`src/rtl/score_keeper.sv`:
```
// -----------------------------------------------------------------------------
// score_keeper
//
// Game-control stage that sits directly upstream of the 7-segment score
// display. One game is ROUNDS rounds long. Each round requests a new target
// colour (new_target pulse), then waits for either a debounced player press
// or a round timeout counted in `tick` pulses. A press while `match` is high
// scores a point (saturating at MAX_SCORE). After the last round game_over
// rises and the final score is held until the next start.
//
// Ports
//   clk          : system clock, all state on the rising edge
//   reset        : asynchronous active-low reset
//   start        : raw asynchronous start switch (game starts on its
//                  synchronized rising edge; not debounced)
//   btn          : raw asynchronous, bouncing player button
//   match        : synchronous level, player selection equals target;
//                  sampled on the press cycle
//   tick         : synchronous one-cycle round timebase enable
//   score        : current score 0..MAX_SCORE, feeds the display
//   new_target   : one-cycle request for a new target colour
//   round_active : high while waiting for a press or timeout
//   game_over    : high once all rounds are complete
//   round_num    : number of completed rounds in the current game
//   state_dbg    : current FSM state, exposed for debug and checkers
//
// Interface semantics: every output is a plain registered level or pulse.
// There is no backpressure anywhere; new_target is a fire-and-forget pulse
// that the colour generator must accept in the cycle it is asserted.
// -----------------------------------------------------------------------------
module score_keeper #(
  parameter int MAX_SCORE       = 16,
  parameter int ROUNDS          = 16,
  parameter int ROUND_TICKS     = 3,
  parameter int DEBOUNCE_CYCLES = 4
) (
  input  logic                          clk,
  input  logic                          reset,
  input  logic                          start,
  input  logic                          btn,
  input  logic                          match,
  input  logic                          tick,
  output logic [4:0]                    score,
  output logic                          new_target,
  output logic                          round_active,
  output logic                          game_over,
  output logic [$clog2(ROUNDS+1)-1:0]   round_num,
  output logic [2:0]                    state_dbg
);

  // Counter widths sized so the terminal values always fit.
  localparam int RW = $clog2(ROUNDS + 1);
  localparam int TW = $clog2(ROUND_TICKS + 1);
  localparam int DW = $clog2(DEBOUNCE_CYCLES + 1);

  localparam logic [4:0]    SCORE_MAX   = 5'(MAX_SCORE);
  localparam logic [RW-1:0] ROUND_LIMIT = RW'(ROUNDS);
  localparam logic [TW-1:0] TICK_LAST   = TW'(ROUND_TICKS - 1);
  localparam logic [DW-1:0] DB_LAST     = DW'(DEBOUNCE_CYCLES - 1);

  typedef enum logic [2:0] {
    S_IDLE = 3'd0,
    S_ARM  = 3'd1,
    S_WAIT = 3'd2,
    S_NEXT = 3'd3,
    S_DONE = 3'd4
  } state_t;

  state_t state;

  // ---------------------------------------------------------------------------
  // Input synchronizers. start_prev holds the previous synchronized start
  // value so a rising edge can be formed without a third metastability stage.
  // ---------------------------------------------------------------------------
  logic btn_s1;
  logic btn_s2;
  logic start_s1;
  logic start_s2;
  logic start_prev;

  always_ff @(posedge clk or negedge reset) begin
    if (!reset) begin
      btn_s1     <= 1'b0;
      btn_s2     <= 1'b0;
      start_s1   <= 1'b0;
      start_s2   <= 1'b0;
      start_prev <= 1'b0;
    end else begin
      btn_s1     <= btn;
      btn_s2     <= btn_s1;
      start_s1   <= start;
      start_s2   <= start_s1;
      start_prev <= start_s2;
    end
  end

  logic start_edge;
  assign start_edge = start_s2 & ~start_prev;

  // ---------------------------------------------------------------------------
  // Button debounce. The counter measures how many consecutive cycles the
  // synchronized button has disagreed with the accepted level; any agreeing
  // sample restarts the count. The level flips on the DEBOUNCE_CYCLES-th
  // disagreeing sample, so shorter glitches never reach the FSM.
  // ---------------------------------------------------------------------------
  logic [DW-1:0] db_cnt;
  logic          db_level;
  logic          db_prev;

  always_ff @(posedge clk or negedge reset) begin
    if (!reset) begin
      db_cnt   <= '0;
      db_level <= 1'b0;
      db_prev  <= 1'b0;
    end else begin
      db_prev <= db_level;
      if (btn_s2 != db_level) begin
        if (db_cnt == DB_LAST) begin
          db_level <= btn_s2;
          db_cnt   <= '0;
        end else begin
          db_cnt <= db_cnt + DW'(1);
        end
      end else begin
        db_cnt <= '0;
      end
    end
  end

  // One-cycle pulse on each accepted 0->1 transition of the button.
  logic press;
  assign press = db_level & ~db_prev;

  // ---------------------------------------------------------------------------
  // Game FSM. All outputs are registered: each output is set on the edge that
  // enters the state in which it must be visible, so they line up with
  // state_dbg without any combinational decode.
  // ---------------------------------------------------------------------------
  logic [TW-1:0] tick_cnt;
  logic [RW-1:0] round_inc;
  logic [4:0]    score_inc;

  assign round_inc = round_num + RW'(1);
  // Saturating increment: once at MAX_SCORE further hits are absorbed.
  assign score_inc = (score >= SCORE_MAX) ? SCORE_MAX : score + 5'd1;

  always_ff @(posedge clk or negedge reset) begin
    if (!reset) begin
      state        <= S_IDLE;
      score        <= '0;
      new_target   <= 1'b0;
      round_active <= 1'b0;
      game_over    <= 1'b0;
      round_num    <= '0;
      tick_cnt     <= '0;
    end else begin
      case (state)
        S_IDLE: begin
          if (start_edge) begin
            state      <= S_ARM;
            score      <= '0;
            round_num  <= '0;
            new_target <= 1'b1;
          end
        end

        S_ARM: begin
          // Single cycle: the new_target pulse is visible here, then the
          // round opens with a fresh tick budget.
          new_target   <= 1'b0;
          tick_cnt     <= '0;
          round_active <= 1'b1;
          state        <= S_WAIT;
        end

        S_WAIT: begin
          // A press is checked first so that a press landing on the same
          // cycle as the timeout tick is still scored.
          if (press) begin
            if (match) begin
              score <= score_inc;
            end
            round_active <= 1'b0;
            state        <= S_NEXT;
          end else if (tick) begin
            if (tick_cnt == TICK_LAST) begin
              round_active <= 1'b0;
              state        <= S_NEXT;
            end else begin
              tick_cnt <= tick_cnt + TW'(1);
            end
          end
        end

        S_NEXT: begin
          round_num <= round_inc;
          if (round_inc == ROUND_LIMIT) begin
            game_over <= 1'b1;
            state     <= S_DONE;
          end else begin
            new_target <= 1'b1;
            state      <= S_ARM;
          end
        end

        S_DONE: begin
          // Final score and round count are held; presses and ticks have no
          // effect. A new start edge begins the next game directly.
          if (start_edge) begin
            game_over  <= 1'b0;
            score      <= '0;
            round_num  <= '0;
            new_target <= 1'b1;
            state      <= S_ARM;
          end
        end

        default: begin
          state        <= S_IDLE;
          new_target   <= 1'b0;
          round_active <= 1'b0;
          game_over    <= 1'b0;
        end
      endcase
    end
  end

  assign state_dbg = state;

endmodule

```
`config.mk`:
```
export PLATFORM = sky130hd
export DESIGN_NAME = score_keeper
export DESIGN_NICKNAME = d
export VERILOG_FILES = /design/src/rtl/score_keeper.sv
export SDC_FILE = /design/constraint.sdc
export NUM_CORES = 1
export LEC_CHECK = 0
export BUFFER_PORTS_ARGS = -buffer_cell sky130_fd_sc_hd__buf_4
export CORE_MARGIN = 1.5
export CORE_UTILIZATION = 43
export CTS_BUF_LIST = sky130_fd_sc_hd__clkbuf_4
export CTS_CLUSTER_SIZE = 14
export DETAILED_ROUTE_END_ITERATION = 7
export PLACE_DENSITY_LB_ADDON = 0.15
export SYNTH_ARGS = -nofsm -noshare
export SYNTH_HDL_FRONTEND = slang
export SYNTH_SLANG_ARGS = --single-unit
```
`constraint.sdc`:
```
create_clock -name clk -period 1.6 [get_ports clk]
set_clock_uncertainty 0.05 [all_clocks]
set_input_delay 0.24 -clock clk [delete_from_list [all_inputs] [get_ports clk]]
set_output_delay 0.24 -clock clk [all_outputs]
set_load 0.03 [all_outputs]
```
==> impl_metrics.ini <==
[sta]
fmax_mhz = 653
setup_viol = 0
slew-limit-headroom_pct = 71.7
finalCritPeriodShare_pct = 95.7
hold_violations = 0
rsz0062_at_grt = true
fin_crit_ns = 1.53
drv_slew = 0
worst_slew_pin_slew_ns = 0.424

[synth]
ys_seq_area_share_pct = 54.2
netlist.area_leader.share_pct = 54.2
synth_flop_cell = dfrtp_1
syn-mean-instance-area_um2 = 11.9
synth.most_common_cell = dfrtp_1
synth_area_um2 = 1290
yosysWarnings = 0
synthDistinctLibCells = 40
synth_largest_area_cell = dfrtp_1
ys_ff_latch = 28
postSynth.asyncResetShare_pct = 100
synth_common_cells = 28 x dfrtp_1, 10 x o21ai_0, 7 x nand2_1
synth_edf_count = 0
synthTopCellsByArea = dfrtp_1 54%, ha_1 4.8%, o21ai_0 3.9%, nand3_1 2.3%, nand2_1 2.0%
syn_nets = 120
netlist_instances = 109

[clocking]
cts.sinks = 28
root_buffer = clkbuf_4
clk_pin_slew_worst_paths_ns = 0.15
cts_buffers = 3
htreeDepth = 1
insertion_delay_ns = 0.32
tritoncts = done
cts_buffer_depth = 2
postCtsSetupBuffers = 0

[place]
dpl.cell_count = 161
io_buffers = 21
place_hpwl_um = 1620
gp_congestion = 0.774

[layout]
diodes = 0
fin_util_pct = 56.1
layout-drive-gt1-share_pct = 26.3
final_cells = 168
syn_to_final_growth_pct = 21.8
fillers = 259
fin_nets = 149

[grt]
grt_max_degree = 29
gr-usage-met1_pct = 20.1
grtUsageMet2_pct = 27.3
grt.total_usage_pct = 15.7
grtUsageMet3_pct = 2.01
grt_pass1_wl_um = 4040
grt_antenna_before_repair = 0
busiest_layer = met2
gr-total-overflow = 0
grt_pass1_vias = 889

[setup_path]
crit_required_ns = 1.78
r2r_cells = 3
cp_slowest_cell = dfrtp_2
crit_start = state_dbg[1]
cp.arrival_ns = 1.71
end_kind = flop
crit_path_start_kind = flop
critical_path_class = reg -> reg
r2r_end = score[2]
critPathMaxStageDelay_ns = 0.52
crit_chain = nor2_2 -> nand2_1 -> a311o_2
reg2reg_slack_ns = 0.07
rr_startpoint = state_dbg[1]
cp-endpoint = score[2]
crit_fanout = 11

[die]
dieArea_um2 = 3340
rows = 19
core_region_area_um2 = 2810
die_h_um = 57.8
ios = 22
initial_core_util_pct = 46.1
die_w_um = 57.8

[drt]
drt_iter0_drc = 41
ant_nets = 0
wl_per_cell_um = 14.3
drc = 3
dr.pass1.iters = 6
vias = 924
routed_wl_um = 2410
vias_per_cell = 5.50

[job]
max_cap_violations = 0

[power]
p_total_mw = 2.84
ir_worst_vdd_uv = 934
power_density_nw_per_um2 = 1810
cellLeakagePower_nw = 0.685

[hold_path]
hold_class = in -> reg

[status]
status = complete, but fails checks
failed_checks = design-rule violations
==> power breakdown <==
part	switching, mW	internal, mW
Sequential	0.277	0.913
Clock	0.212	0.253
Combinational	0.669	0.519
Total	1.16	1.68
==> cell usage in the layout, fill, tap and decap left out, types with 2 or more instances in the layout <==
cell type / Yosys / final
nand3b_1: 2 / 2
inv_1: 5 / 5
dlygate4sd3_1: 0 / 3
clkbuf_4: 0 / 3
xnor2_1: 2 / 2
nor2b_1: 3 / 3
and3b_1: 2 / 2
xor2_1: 2 / 2
nand3_1: 6 / 6
nand2_1: 7 / 7
nor3b_1: 2 / 2
o21ai_0: 10 / 10
nand2b_1: 2 / 2
dfrtp_1: 28 / 26
dfrtp_2: 0 / 2
nor2_1: 3 / 3
buf_4: 0 / 23
a21oi_1: 2 / 2
ha_1: 5 / 5
o211ai_1: 2 / 2
a22o_1: 3 / 3
==> state kept, by name (all words and copies together) (netlist names), 2 cells and up <==
name / flops
score: 5
db_cnt: 3
tick_cnt: 2
state_dbg: 3
round_num: 5
==> worst min-delay path by stage <==
stage | startpoint | end | slack [ns] | cells past startpoint
6_report | match | score[1] | 0.17 | 3
5_1_grt | match | score[0] | 0.17 | 3
4_1_cts | match | score[1] | 0.16 | 3
3_5_place_dp | reset | score[0] | 0.13 | 1
3_3_place_gp | reset | score[0] | 0.12 | 1
2_1_floorplan | reset | btn_s1 | -0.11 | 0
==> layer usage <==
layer  wire length, um  share of wire, %
met5                 0                 0
met4                18              0.75
met3                76               3.2
met2              1200                50
met1              1120                46
==> through the flow <==
stage	area [um^2]	setup TNS (ns)	hold slack (ns)	worst slack, ns
global route	1570	-0.000234	0.172	-0.000234
floorplan	1290	0	-0.106	0.0277
detailed placement	1490	0	0.134	0.0831
finish	1570	0	0.170	0.0687
global placement	1490	0	0.123	0.124
CTS	1570	0	0.160	0.0616
==> cell type report <==
class	instances	area, um^2	area share, %
clock inverters	1	30.0	1.91
well taps	31	38.8	2.46
flip-flops and latches	28	703	44.7
inverters	5	18.8	1.19
clock buffers	3	22.5	1.43
multi-input cells	74	558	35.5
repair buffers	26	203	12.9
==> worst max-delay path, delay by kind of cell, from the launching register on <==
kind / cells / cell delay [ns]
and+or+nand+nor: 2 / 0.48
AOI/OAI and AO/OA: 1 / 0.39
DFF: 1 / 0.52
==> logic make-up after synthesis <==
group / synth area share [%]
AO/OA/AOI/OAI: 13.4
XOR/XNOR: 2.71
adder cells (fa/ha/maj): 4.84
buffers and inverters: 2.71
flip-flops: 54.2
multiplexers: 0.871
AND/OR/NAND/NOR: 21.3
==> what timing repair did <==
action                                  CTS  global route
endpoints found under the setup margin    0             3
endpoints found under the hold margin    30             0
hold buffers                              3             0
resized for setup                         0             1
Power figures use the tool's default switching activity.
